[config.mk]
export PLATFORM = sky130hd
export DESIGN_NAME = mem_wb_stage
export DESIGN_NICKNAME = d
export VERILOG_FILES = /design/src/rtl/riscv_pkg.sv /design/src/rtl/load_align.sv /design/src/rtl/mem_wb_stage.sv
export SDC_FILE = /design/constraint.sdc
export NUM_CORES = 1
export LEC_CHECK = 0
export ABC_AREA = 1
export CORE_MARGIN = 3
export CORE_UTILIZATION = 53
export DETAILED_ROUTE_END_ITERATION = 7
export PLACE_DENSITY = 0.84
export SETUP_SLACK_MARGIN = 0.5
export SYNTH_ARGS = -nofsm -noshare
export SYNTH_HDL_FRONTEND = slang
export SYNTH_SLANG_ARGS = --single-unit
[constraint.sdc]
create_clock -name clock -period 6.1 [get_ports clock]
set_clock_uncertainty 0.2 [all_clocks]
set_input_delay 0.915 -clock clock [delete_from_list [all_inputs] [get_ports clock]]
set_output_delay 0.915 -clock clock [all_outputs]
set_load 0.005 [all_outputs]
[src/rtl/riscv_pkg.sv]
// riscv_pkg: shared encodings for the RV32I core.
//   - write-back source select codes (in_wb_sel)
//   - load funct3 codes
//   - MEM/WB stage FSM state encoding
package riscv_pkg;

    localparam int XLEN_DEFAULT = 32;

    localparam logic [1:0] WB_ALU  = 2'b00;
    localparam logic [1:0] WB_LOAD = 2'b01;
    localparam logic [1:0] WB_PC4  = 2'b10;

    localparam logic [2:0] F3_LB  = 3'b000;
    localparam logic [2:0] F3_LH  = 3'b001;
    localparam logic [2:0] F3_LW  = 3'b010;
    localparam logic [2:0] F3_LBU = 3'b100;
    localparam logic [2:0] F3_LHU = 3'b101;

    typedef enum logic [0:0] {
        ST_IDLE      = 1'b0,
        ST_WAIT_LOAD = 1'b1
    } wb_state_e;

endpackage

[src/rtl/load_align.sv]
// load_align: combinational load data alignment and extension.
// Ports:
//   funct3     in  3   load width/sign code
//   off        in  2   byte offset within the word (address bits [1:0])
//   rdata      in  32  raw little-endian word from data memory
//   load_data  out 32  aligned, sign- or zero-extended value
module load_align
    import riscv_pkg::*;
(
    input  logic [2:0]  funct3,
    input  logic [1:0]  off,
    input  logic [31:0] rdata,
    output logic [31:0] load_data
);

    function automatic logic [31:0] ext_byte(input logic [7:0] b, input logic sgn);
        logic signed [7:0] sb;
        sb = b;
        if (sgn) begin
            ext_byte = 32'(sb);
        end else begin
            ext_byte = {24'd0, b};
        end
    endfunction

    function automatic logic [31:0] ext_half(input logic [15:0] h, input logic sgn);
        logic signed [15:0] sh;
        sh = h;
        if (sgn) begin
            ext_half = 32'(sh);
        end else begin
            ext_half = {16'd0, h};
        end
    endfunction

    logic [7:0]  sel_byte;
    logic [15:0] sel_half;

    always_comb begin
        sel_byte = rdata[8*off +: 8];
        // Halfword loads ignore off[0]: misaligned halves read the containing half.
        sel_half = rdata[16*off[1] +: 16];
        unique case (funct3)
            F3_LB:   load_data = ext_byte(sel_byte, 1'b1);
            F3_LBU:  load_data = ext_byte(sel_byte, 1'b0);
            F3_LH:   load_data = ext_half(sel_half, 1'b1);
            F3_LHU:  load_data = ext_half(sel_half, 1'b0);
            // LW and undefined codes deliver the full word.
            default: load_data = rdata;
        endcase
    end

endmodule

[src/rtl/mem_wb_stage.sv]
// mem_wb_stage: MEM/WB pipeline stage of the RV32I core.
// Registers the instruction leaving MEM, waits for load data, aligns it,
// selects the write-back value, drives the register file write port,
// requests a stall while a load is outstanding and counts retirements.
// Ports:
//   clock, reset_n         clock and asynchronous active-low reset
//   in_valid .. in_pc_plus4 instruction fields from MEM
//   dmem_rvalid, dmem_rdata load response from data memory
//   stall_req              hold MEM and earlier stages
//   regwrite, write_reg, write_data  register file write port
//   wb_valid               an instruction retires this cycle
//   instret                64-bit retired-instruction counter
module mem_wb_stage
    import riscv_pkg::*;
#(
    parameter int XLEN = XLEN_DEFAULT
) (
    input  logic            clock,
    input  logic            reset_n,
    input  logic            in_valid,
    input  logic            in_regwrite,
    input  logic [4:0]      in_rd,
    input  logic [1:0]      in_wb_sel,
    input  logic [2:0]      in_funct3,
    input  logic [XLEN-1:0] in_alu_result,
    input  logic [XLEN-1:0] in_pc_plus4,
    input  logic            dmem_rvalid,
    input  logic [XLEN-1:0] dmem_rdata,
    output logic            stall_req,
    output logic            regwrite,
    output logic [4:0]      write_reg,
    output logic [XLEN-1:0] write_data,
    output logic            wb_valid,
    output logic [63:0]     instret
);

    wb_state_e       state_q, state_d;
    logic            valid_q, valid_d;
    logic            regwrite_q, regwrite_d;
    logic [4:0]      rd_q, rd_d;
    logic [1:0]      wb_sel_q, wb_sel_d;
    logic [2:0]      funct3_q, funct3_d;
    logic [XLEN-1:0] alu_q, alu_d;
    logic [XLEN-1:0] pc4_q, pc4_d;
    logic [63:0]     instret_q, instret_d;

    logic            cap;
    logic [31:0]     load_data;

    load_align u_load_align (
        .funct3    (funct3_q),
        .off       (alu_q[1:0]),
        .rdata     (dmem_rdata),
        .load_data (load_data)
    );

    // Stall and retire depend only on state and the memory response, never on in_*,
    // so there is no combinational path from MEM back into MEM's hold signal.
    always_comb begin
        stall_req = 1'b0;
        wb_valid  = 1'b0;
        unique case (state_q)
            ST_WAIT_LOAD: begin
                stall_req = ~dmem_rvalid;
                wb_valid  = dmem_rvalid;
            end
            default: begin
                wb_valid = valid_q & (wb_sel_q != WB_LOAD);
            end
        endcase
        cap = ~stall_req;
    end

    always_comb begin
        regwrite  = wb_valid & regwrite_q & (rd_q != 5'd0);
        write_reg = rd_q;
        unique case (wb_sel_q)
            WB_LOAD: write_data = load_data;
            WB_PC4:  write_data = pc4_q;
            default: write_data = alu_q;
        endcase
        instret = instret_q;
    end

    always_comb begin
        state_d    = state_q;
        valid_d    = valid_q;
        regwrite_d = regwrite_q;
        rd_d       = rd_q;
        wb_sel_d   = wb_sel_q;
        funct3_d   = funct3_q;
        alu_d      = alu_q;
        pc4_d      = pc4_q;
        instret_d  = instret_q + {63'd0, wb_valid};

        // A returning load frees the stage in the same cycle, so the next
        // instruction is captured without a bubble.
        if (cap) begin
            valid_d    = in_valid;
            regwrite_d = in_regwrite;
            rd_d       = in_rd;
            wb_sel_d   = in_wb_sel;
            funct3_d   = in_funct3;
            alu_d      = in_alu_result;
            pc4_d      = in_pc_plus4;
            state_d    = (in_valid && in_wb_sel == WB_LOAD) ? ST_WAIT_LOAD : ST_IDLE;
        end
    end

    always_ff @(posedge clock or negedge reset_n) begin
        if (!reset_n) begin
            state_q    <= ST_IDLE;
            valid_q    <= 1'b0;
            regwrite_q <= 1'b0;
            rd_q       <= 5'd0;
            wb_sel_q   <= 2'b00;
            funct3_q   <= 3'd0;
            alu_q      <= '0;
            pc4_q      <= '0;
            instret_q  <= 64'd0;
        end else begin
            state_q    <= state_d;
            valid_q    <= valid_d;
            regwrite_q <= regwrite_d;
            rd_q       <= rd_d;
            wb_sel_q   <= wb_sel_d;
            funct3_q   <= funct3_d;
            alu_q      <= alu_d;
            pc4_q      <= pc4_d;
            instret_q  <= instret_d;
        end
    end

endmodule

# ---- Yosys cells after proc, flatten, opt, wreduce, memory -nomap -nowiden
# Cells that the tools add are included.
# Widths: inputs -> output; s select.
dict set report word_totals {
  memories 0
  regBits 141
  output_inout_bits 104
  elab_cells 31
  mem_bits_ro 0
  ram_bits 0
  latch_bits 0
}
dict set report classes {
  n_reduce_logical 3
  n_bitwise 4
  muxes 5
  n_eq_ne 7
  shift 2
  order_cmp 0
  div 0
  n_mul 0
  addsub 1
}
# op count
set op_table {}
lappend op_table {{$pmux 32 s4} 1}
lappend op_table {{$add 64x1->64} 1}
lappend op_table {{$pmux 32 s2} 1}
lappend op_table {{$shiftx 32x6->16} 1}
lappend op_table {{$shiftx 32x6->8} 1}
lappend op_table {{$eq 3x3->1 const B} 2}
lappend op_table {{$reduce_bool 5->1} 1}
lappend op_table {{$eq 2x1->1 const B} 2}
lappend op_table {{$and 1x1->1} 3}
lappend op_table {{$eq 3x1->1 const B} 1}
lappend op_table {{$logic_not 3->1} 1}
lappend op_table {{$mux 1} 3}
lappend op_table {{$eq 2x2->1 const B} 1}
lappend op_table {{$ne 2x1->1 const B} 1}
lappend op_table {{$logic_and 1x1->1} 1}
lappend op_table {{$not 1->1} 1}

# ---- Logic depth before layout (Yosys ltp)
# Gate-level depths: netlist of run 1.
dict set report logic_depth {
  ltp_word 5
  ltp_mapped 15
}

# ---- Modules after synthesis
# From an unflattened synthesis of run 1, not the netlist that was laid out.
dict set report unflattened {
  hier_cells 1128
  hier_area_um2 8185.4
}
# mod seq_area_each_um2 area_each_um2 n_inst cells_each
set by_module_without_submodules {}
lappend by_module_without_submodules {mem_wb_stage 3528.4 7313.3 1 959}
lappend by_module_without_submodules {load_align 0.0 872.1 1 169}

# ---- Worst setup path after synthesis of run 1
# Ideal clock, no wire load.
dict set report synth_path {
  path_type {in2reg}
  from {input port dmem_rvalid}
  to {register instret_q[36] (netlist: instret[36])}
  required_time_ps 5783
  setup_slack_ps 3297
  path_stages 11
  path_buffers 0
  arrival_ps 2486
  path_cell_list {nor2_1 > a21oi_1 > ha_1 > ha_1 > inv_1 > nor2_2 > nand2_2 > nor3_2 > nand2_1 > nand2_1 > nand2_1}
}
dict set report synth_via {
  elab_chain_cells 2
}
# item line
set synth_lines {}
lappend synth_lines {{from (decl)} mem_wb_stage.sv:27} ;# input logic dmem_rvalid,
lappend synth_lines {{$mux 1} mem_wb_stage.sv:62} ;# unique case (state_q)
lappend synth_lines {{via wb_valid} mem_wb_stage.sv:33} ;# output logic wb_valid,
lappend synth_lines {{$add 64x1->64} mem_wb_stage.sv:94} ;# instret_d = instret_q + {63'd0, wb_valid};
lappend synth_lines {{via instret_d[36]} mem_wb_stage.sv:45} ;# logic [63:0] instret_q, instret_d;
lappend synth_lines {{to (signal assigned)} mem_wb_stage.sv:130} ;# instret_q <= instret_d;
lappend synth_lines {{to (decl)} mem_wb_stage.sv:45}
# The timed path passes the listed nets, and every way through them passes these cells.
# A chain may end at the register's enable or synchronous reset.

# ---- Worst setup path after layout of run 1
dict set report layout_path {
  from {register wb_sel_q[1]}
  to {output port regwrite}
}
dict set report layout_via {
  elab_chain_cells 5
}
# item line
set layout_lines {}
lappend layout_lines {{from (decl)} mem_wb_stage.sv:41} ;# logic [1:0] wb_sel_q, wb_sel_d;
lappend layout_lines {{from (signal assigned)} mem_wb_stage.sv:126} ;# wb_sel_q <= wb_sel_d;
lappend layout_lines {{$ne 2x1->1} mem_wb_stage.sv:68} ;# wb_valid = valid_q & (wb_sel_q != WB_LOAD);
lappend layout_lines {{$and 1x1->1} mem_wb_stage.sv:68}
lappend layout_lines {{$mux 1} mem_wb_stage.sv:62}
lappend layout_lines {{$and 1x1->1 (2 in series)} mem_wb_stage.sv:75} ;# regwrite = wb_valid & regwrite_q & (rd_q != 5'd0);
lappend layout_lines {{to (decl)} mem_wb_stage.sv:30} ;# output logic regwrite,
# Every way passes these cells.

==> results of run 1 <==
-- cells by family (layout without fill, tap and decap cells) --
logic type      after synthesis  after routing  share of synthesized area [%]
flops                       141            141                           44.4
fa+ha+maj                     4              4                          0.630
compound gates              116            116                           7.43
xor+xnor                     32             32                           3.53
buf+inv                      98            311                           5.01
simple gates                774            774                           39.0
-- worst min path at each step --
stage | depth (start not counted) | to | from | slack (ns)
after floorplan | 2 | pc4_q[0]$_DFFE_PN0N_ | pc4_q[0]$_DFFE_PN0N_ | 0.25
after detailed placement | 2 | pc4_q[16]$_DFFE_PN0N_ | pc4_q[16]$_DFFE_PN0N_ | 0.27
after CTS | 2 | pc4_q[16]$_DFFE_PN0N_ | pc4_q[16]$_DFFE_PN0N_ | 0.28
final | 2 | alu_q[5]$_DFFE_PN0N_ | alu_q[5]$_DFFE_PN0N_ | 0.28
after global placement | 2 | pc4_q[3]$_DFFE_PN0N_ | pc4_q[3]$_DFFE_PN0N_ | 0.26
after global routing | 2 | alu_q[25]$_DFFE_PN0N_ | alu_q[25]$_DFFE_PN0N_ | 0.30
-- per-stage QoR --
stage	hold slack [ns]	util (%)
floorplan	0.249	-
global placement	0.262	69.8
detailed placement	0.265	69.8
CTS	0.282	73.7
global route	0.301	73.7
finish	0.283	73.7
-- power by group through the flow --
stage | registers [mW] | logic, mW | clock network [mW]
after floorplan | 1.06 | 0.261 | 0
after global placement | 1.08 | 0.575 | 0
after detailed placement | 1.08 | 0.578 | 0
after CTS | 1.07 | 0.581 | 1.01
after global routing | 1.07 | 0.635 | 1.05
final | 1.07 | 0.582 | 1.01
-- worst max-delay path: stages, from the launching register on --
cell and delay, ns:
dfrtp_1 0.36, inv_1 0.06, ha_1 0.23, inv_1 0.79
nand2_1 0.11, a21oi_1 0.34, nand2_1 0.14, a31oi_1 0.17
clkdlybuf4s50_1 0.54
-- cell usage in the layout (no fill, tap or decap), types with 4 or more instances in the layout --
cell               n
nor2_2            10
clkinvlp_4         4
ha_1               4
xnor2_1           22
buf_4              4
inv_2              5
nor2_1           206
dfrtp_1          141
inv_1             56
o22ai_1            7
nand2_1          493
o21ai_0           28
clkdlybuf4s50_1  213
nor2_4             6
clkbuf_16         17
nand4_1           13
nand3_1           28
a21oi_1           73
xor2_1            10
nand2_2            8
inv_6              5
o21ai_1            7
-- final cells by class --
type	count	area, sq um	share of cell area, %
clock buffers	17	425	3.96
clock inverters	15	139	1.29
inverters	61	229	2.13
multi-input cells	926	4030	37.4
flip-flops and latches	141	3530	32.8
well taps	184	230	2.14
repair buffers	218	2170	20.2
-- metal layers --
metal	global-route usage (%)	vias to the layer above	wire (um)	share of wire, %
li1	-	4039	-	-
met1	42.2	3896	10600	39
met2	56.2	408	13200	49
met3	8.84	47	2660	9.8
met4	10.7	0	669	2.5
met5	0	-	0	0
==> impl_metrics.toml, run 1 <==
[run]
maxCapViolCount = 0

[pwr]
p_sw_mw = 0.805
swShare_pct = 30.3
p_comb_share_pct = 21.9
p_int_mw = 1.85
ir_drop_uv = 218
p_total_mw = 2.66
p_clk_share_pct = 37.9
p_leak_nw = 4.70
pwr-share-seq_pct = 40.2
powerDensity_mw_per_mm2 = 247

[synth]
yosys-top-cells-area = "dfrtp_1, nand2_1, nor2_1"
synth.most_common_cell = "nand2_1"
avgSynthCellArea_sq_um = 6.82
yosys.area.top_type_share_pct = 44.4
netlist_instances = 1165
syn_area_sq_mm = 0.00795
synth_warnings = 0
synthArstFlopShare_pct = 100
ys_seq_area_share_pct = 44.4
synth_area_leader_cell = "dfrtp_1"
yosys-top-cells-count = "nand2_1, nor2_1, dfrtp_1"
synth_cell_types = 26
ys_ff_latch = 141
synth_edf_count = 0
synth_nets = 1280
synth-main-ff-cell = "dfrtp_1"

[die]
rows = 44
coreArea_sq_mm = 0.0146
die_y_um = 128
start_util_pct = 54.5
die_w_um = 128
die_area_sq_mm = 0.0165
pin_count = 215

[clock_network]
cts_hold_buf = 0
cts_tree = "done"
ctsResizeCount = 0
clk_pin_slew_worst_paths_ns = 0.06
cts_setup_buffers = 0
root_buffer = "clkbuf_16"
clk_latency_ns = 0.43
clk_path_buf_depth = 2
cts.sinks = 141
cts_buffers = 17
htree_levels = 4

[sta]
slew_headroom_pct = 19.6
worstMarginPinSlew_ns = 1.21
setup_slack_ns = 1.81
rsz0062_at_grt = "no"
min_period_ns = 4.29
slew_violations = 0
fmax_mhz = 233
fin_crit_sh_pct = 70.4
finalSetupTns_ns = 0
setup_viol = 0
hold_viol = 0

[setup_path]
crit_start = "wb_sel_q[1]$_DFFE_PN0N_"
cp_data_required_time_ns = 4.98
worstSetupPathType = "reg2out"
endpoint_kind = "output port"
reg2reg_slack_ns = 2.25
cp_max_fo = 32
timing.rr.end = "instret[32]$_DFF_PN0_"
start_kind = "flip-flop"
worst-r2r-cell-count = 13
worstPathArrival_ns = 3.18
crit_end = "regwrite"
timing.rr.start = "wb_sel_q[1]$_DFFE_PN0N_"

[global_routing]
antenna_found_initial = 0
grt_pass1_vias = 8186
grt_overflow_total = 0
grt_max_degree = 92
grt_use_total_pct = 33.4
grt_first_pass_wirelength_um = 42500

[placement]
post-place-ws_ns = 2.16
hpwl_um = 20600
placed_cells = 1530
io_buffer_count = 214
routabilityCongestion = 0.966
dpl_cell_area_sq_mm = 0.0102

[drt]
antenna_left = 0
wirelength_um = 27200
first_pass_iters = 5
vias_per_cell = 5.37
vias = 8390
drc = 0
wl_per_cell_um = 17.4
drtIter0Drc = 873

[min_path]
hold_path.class = "reg2reg"

[status]
outcome = "finished, final reports clean"

[cells_and_area]
drive_gt1_share_pct = 5.08
antenna_cells = 0
largest_reg_flops = 64
finalNonFillerCells = 1562
fillers = 1188
area_growth_pct = 35.3
fin_nets = 1480
final_area_sq_mm = 0.0108
(Power assumes the default switching activity.)
==> run 2: changes to the inputs <==
CORE_UTILIZATION = 44   (was 53)
PLACE_DENSITY = 0.74   (was 0.84)
clock period = 3.5 ns   (was 6.1 ns; I/O delays follow)
==> run 2 against run 1 <==
  * Critical path depth decreased by 2
  * First-iteration DRC count shrank 12%
  * Critical endpoint is now write_data[0]
  * Utilization shrank 9.6 points
  * Critical path type unchanged
  * Global-route usage is 5.5 points lower
  * Highest routed layer unchanged
  * Register-to-register slack worse by 1.5 ns
  * Flip-flop and latch count is the same
  * Clock power is 91% higher
  * Clock-buffer cell count up 1
  * Die area increased by 19%
  * Largest power group is now clock
  * Via count is 0.26% higher
  * Sequential share of layout area decreased by 1.3 points
  * Combinational power increased by 82%
==> impl_metrics.toml, run 2 (synthesized netlist as in run 1, its figures left out) <==
[status]
outcome = "finished, final reports clean"

[global_routing]
grt_overflow_total = 0
grt_use_total_pct = 27.9
grt_pass1_vias = 8124
grt_max_degree = 98
grt_first_pass_wirelength_um = 43200
antenna_found_initial = 0

[sta]
slew_headroom_pct = 38.9
slew_violations = 0
fmax_mhz = 336
setup_viol = 0
worstMarginPinSlew_ns = 0.916
hold_viol = 0
rsz0062_at_grt = "yes"
fin_crit_sh_pct = 85.0
finalSetupTns_ns = 0
min_period_ns = 2.97

[die]
coreArea_sq_mm = 0.0175
rows = 48
pin_count = 215
die_w_um = 140
die_area_sq_mm = 0.0197
die_y_um = 140
start_util_pct = 45.5

[cells_and_area]
final_cell_mix = "nand2_1, nor2_1, clkdlybuf4s50_1"
drive_gt1_share_pct = 8.17
antenna_cells = 0
area_growth_pct = 40.9
fin_nets = 1497
final_area_sq_mm = 0.0112
final_util_pct = 64.1
final_common_cell = "nand2_1"
largest_reg_flops = 64
finalNonFillerCells = 1620

[clock_network]
htree_levels = 4
clk_path_buf_depth = 2
clk_latency_ns = 0.43
cts_buffers = 17
cts_tree = "done"
root_buffer = "clkbuf_16"
cts_hold_buf = 0
clk_pin_slew_worst_paths_ns = 0.06
cts.sinks = 141

[placement]
placed_cells = 1584
hpwl_um = 20900
routabilityCongestion = 0.996
io_buffer_count = 214
dpl_cell_area_sq_mm = 0.0104

[pwr]
p_int_mw = 3.41
swShare_pct = 29.6
pwr-share-seq_pct = 38.3
p_clk_share_pct = 39.8
p_leak_nw = 5.02
p_sw_mw = 1.44
p_comb_share_pct = 21.8
ir_drop_uv = 380
powerDensity_mw_per_mm2 = 433

[drt]
antenna_left = 0
drc = 0
vias = 8412
wirelength_um = 27500
drtIter0Drc = 764
first_pass_iters = 6
wl_per_cell_um = 17.0
vias_per_cell = 5.19

[setup_path]
start_kind = "flip-flop"
endpoint_kind = "output port"
worstSetupPathType = "reg2out"
cp_max_fo = 17
worstPathArrival_ns = 2.25
worst-r2r-cell-count = 13
cp_data_required_time_ns = 2.77

[run]
maxCapViolCount = 0

[min_path]
hold_path.class = "in2async"
[run 2: metrics by stage]
step / setup WS [ns] / total power, mW / hold WS (ns)
3_5_place_dp: 0.315 / 2.92 / 0.265
3_3_place_gp: 0.330 / 2.92 / 0.263
2_1_floorplan: 0.976 / 2.31 / 0.0294
4_1_cts: 0.417 / 4.86 / 0.0432
5_1_grt: 0.442 / 5.04 / 0.0751
6_report: 0.527 / 4.84 / 0.000811
[run 2: worst paths after layout]
path / startpoint / to / slack [ns]
setup / recovery: wb_sel_q[1]$_DFFE_PN0N_ / write_data[0] / 0.53
hold / removal: reset_n / instret[17]$_DFF_PN0_ / 0.0008
setup reg to reg: wb_sel_q[0]$_DFFE_PN0N_ / instret[59]$_DFF_PN0_ / 0.80
hold reg to reg: alu_q[8]$_DFFE_PN0N_ / alu_q[8]$_DFFE_PN0N_ / 0.28
max in group asynchronous: reset_n / pc4_q[25]$_DFFE_PN0N_ / 2.32
min in group clock: alu_q[8]$_DFFE_PN0N_ / alu_q[8]$_DFFE_PN0N_ / 0.28
[run 2: power groups by stage]
stage               registers (mW)  logic [mW]  clock network (mW)
finish                        1.86        1.06                1.93
global route                  1.87        1.15                2.02
CTS                           1.85        1.05                1.95
detailed placement            1.88        1.04                   0
global placement              1.88        1.04                   0
floorplan                     1.85       0.454                   0
[run 2: layout make-up]
class,count,area [sq um]
well taps,225,282
multi-input cells,928,4160
fillers,1553,6280
clock buffers,18,439
flip-flops and latches,141,3530
inverters,61,231
clock inverters,14,183
repair buffers,233,2370
[run 2: critical path, cell delays in order, from the launching register on]
cell and delay (ns):
dfrtp_1 0.39, buf_4 0.15, ha_4 0.28, buf_4 0.23, a21oi_1 0.08, a21oi_2 0.17, clkdlybuf4s50_1 0.52
[run 2: repair_timing]
action / 4_1_cts / 5_1_grt
endpoints found under the setup margin: 33 / 21
pin swaps: 1 / 1
resized for setup: 42 / 36
gates cloned: 2 / 0
buffers inserted: 1 / 1
[run 2: per-layer routing]
layer / up-vias / wire length, um / track usage [%]
met4: 0 / 862 / 10.2
li1: 4088 / - / -
met1: 3854 / 11400 / 37.0
met5: - / 0 / 0
met3: 59 / 2790 / 7.27
met2: 411 / 12400 / 44.0
==> run 3: changes to the inputs <==
clock period = 2.6 ns   (was 3.5 ns; I/O delays follow)
==> run 3 against run 2 <==
  * Design area is 17% higher
  * Largest cell class unchanged
  * Largest power group is now registers
  * Total power is 46% higher
  * Final cell count is 5.6% higher
  * Sequential share of layout area is 4.4 points lower
  * Global-route usage is 3.1 points higher
  * Die area stayed put
  * Sequential power is 37% higher
==> impl_metrics.toml, run 3 (synthesized netlist as in run 1, its figures left out) <==
[status]
outcome = "finished, final reports clean"

[cells_and_area]
area_growth_pct = 64.6
final_cell_mix = "nand2_1, clkdlybuf4s50_1, nor2_1"
fillers = 1231
largest_reg_flops = 64
final_common_cell = "nand2_1"
drive_gt1_share_pct = 26.7
fin_nets = 1585
final_area_sq_mm = 0.0131

[drt]
drtIter0Drc = 807
wirelength_um = 32600
vias_per_cell = 5.40
drc = 0
first_pass_iters = 6
vias = 9237
antenna_left = 0
wl_per_cell_um = 19.1

[sta]
worstMarginPinSlew_ns = 0.659
slew_headroom_pct = 56.1
hold_viol = 0
rsz0062_at_grt = "yes"
slew_violations = 0
min_period_ns = 2.58
fin_crit_sh_pct = 99.4
setup_viol = 0
fmax_mhz = 387

[setup_path]
critPathTopFamily = "simple AND/OR/NAND/NOR gates"
timing.rr.end = "instret[32]$_DFF_PN0_"
cp_slowest_stage_delay_ns = 0.40
worst-r2r-cell-count = 14
cp_slowest_cell = "dfrtp_1"
path_buf_inv = 4
cp_data_required_time_ns = 2.71
critical_path.cell_chain = "buf_6 > ha_4 > inv_6 > nand2_4 > a21oi_4 > buf_6 > ha_4 > ha_4 > inv_4 > nor2_4 > nand2_4 > nor2_4 > nand2_1 > xnor2_1"
cp_max_fo = 4
worstSetupPathType = "reg2reg"
endpoint_kind = "flip-flop"
reg2reg_slack_ns = 0.02
crit_start = "wb_sel_q[0]$_DFFE_PN0N_"
worstPathArrival_ns = 2.70
timing.rr.start = "wb_sel_q[0]$_DFFE_PN0N_"
start_kind = "flip-flop"
worst_path_most_repeated_cell = "ha_4"

[min_path]
worstHoldPathCells = 2
worstHoldEndpoint = "pc4_q[10]$_DFFE_PN0N_"
hold_start = "pc4_q[10]$_DFFE_PN0N_"
hold_path.class = "reg2reg"

[pwr]
powerDensity_mw_per_mm2 = 541
p_comb_share_pct = 30.1
pwr-share-seq_pct = 36.0
swShare_pct = 32.6
p_total_mw = 7.07
p_leak_nw = 5.87
p_clk_share_pct = 33.9
p_int_mw = 4.76
ir_drop_uv = 484
p_sw_mw = 2.31

[clock_network]
cts.sinks = 141
htree_levels = 4
clk_pin_slew_worst_paths_ns = 0.07
cts_buffers = 17
root_buffer = "clkbuf_16"
clk_path_buf_depth = 2
cts_tree = "done"
clk_latency_ns = 0.43

[die]
rows = 48
pin_count = 215
die_y_um = 140
start_util_pct = 45.5
die_w_um = 140
coreArea_sq_mm = 0.0175
die_area_sq_mm = 0.0197

[global_routing]
grt_max_degree = 69
grt_overflow_total = 0
grt_pass1_vias = 8833
grt_first_pass_wirelength_um = 48300
antenna_found_initial = 4
grt_use_total_pct = 31.0

[placement]
hpwl_um = 21400
dpl_cell_area_sq_mm = 0.0106
io_buffer_count = 214
routabilityCongestion = 0.944

[run]
maxCapViolCount = 0
-- run 3: cell types whose count changed in the layout (fill, tap and decap cells not counted), moves of 16 or more --
| cell | previous run | this run |
|---|---|---|
| xnor2_2 | 0 | 16 |
| o21ai_0 | 28 | 12 |
| buf_4 | 9 | 40 |
| a21oi_1 | 62 | 31 |
| buf_2 | 0 | 31 |
| nor2_1 | 202 | 162 |
| a21oi_2 | 10 | 34 |
| nand2_4 | 2 | 20 |
| xnor2_1 | 22 | 6 |
| nand3_1 | 28 | 11 |
| nor2_4 | 8 | 39 |
| buf_6 | 5 | 45 |
| nand2_1 | 491 | 464 |
-- run 3: area by class of cell --
cell class / count / area, sq um / area share (%)
Tap cell: 225 / 282 / 2.15
Antenna cell: 3 / 7.51 / 0.0574
Clock inverter: 13 / 120 / 0.919
Multi-Input combinational cell: 928 / 5100 / 39.0
Clock buffer: 19 / 453 / 3.46
Inverter: 61 / 272 / 2.08
Timing Repair Buffer: 321 / 3300 / 25.2
Sequential cell: 141 / 3540 / 27.1
-- run 3: metal layers --
layer	vias up	track usage (%)	wire (um)	share of wire [%]
met5	-	0	11	0.034
met1	4367	42.7	13300	41
met4	2	11.2	1370	4.2
li1	4268	-	-	-
met2	490	48.5	15200	47
met3	110	6.56	2690	8.3
-- run 3: worst min-delay path: cells and delay by family (launching register included) --
family / cells / cell delay [ns]
DFF: 1 / 0.34
and+or+nand+nor: 2 / 0.11
-- run 3: timing repair --
item | in CTS | in global routing
resized for setup | 317 | 159
setup endpoints to repair | 84 | 102
endpoints found under the hold margin | 65 | 0
buffers inserted | 43 | 16
pin swaps | 36 | 71
cloned | 9 | 1
hold buffers | 1 | 0
-- run 3: power by group through the flow --
stage	registers, mW	logic [mW]	clock network, mW
5_1_grt	2.56	2.26	2.50
3_5_place_dp	2.52	1.46	0
4_1_cts	2.52	1.89	2.40
6_report	2.55	2.13	2.40
2_1_floorplan	2.50	0.632	0
3_3_place_gp	2.52	1.46	0
-- run 3: metrics by stage --
step	util [%]	setup WS [ns]	TNS (ns)	instances	hold slack [ns]
2_1_floorplan	-	0.418	0	1165	-0.106
3_3_place_gp	60.7	-0.139	-2.31	1606	0.234
3_5_place_dp	60.7	-0.212	-3.15	1606	0.242
4_1_cts	70.5	0.0737	0	1691	0.281
5_1_grt	74.8	-0.0518	-0.213	1710	0.292
6_report	74.8	0.0167	0	1711	0.281
-- run 3: worst max-delay path by stage --
stage,to,slack (ns),depth (start not counted)
6_report,instret[32]$_DFF_PN0_,0.02,14
5_1_grt,instret[32]$_DFF_PN0_,-0.05,14
4_1_cts,write_data[30],0.07,12
3_5_place_dp,write_data[29],-0.21,10
3_3_place_gp,write_data[17],-0.14,10
2_1_floorplan,instret[57]$_DFF_PN0_,0.42,12
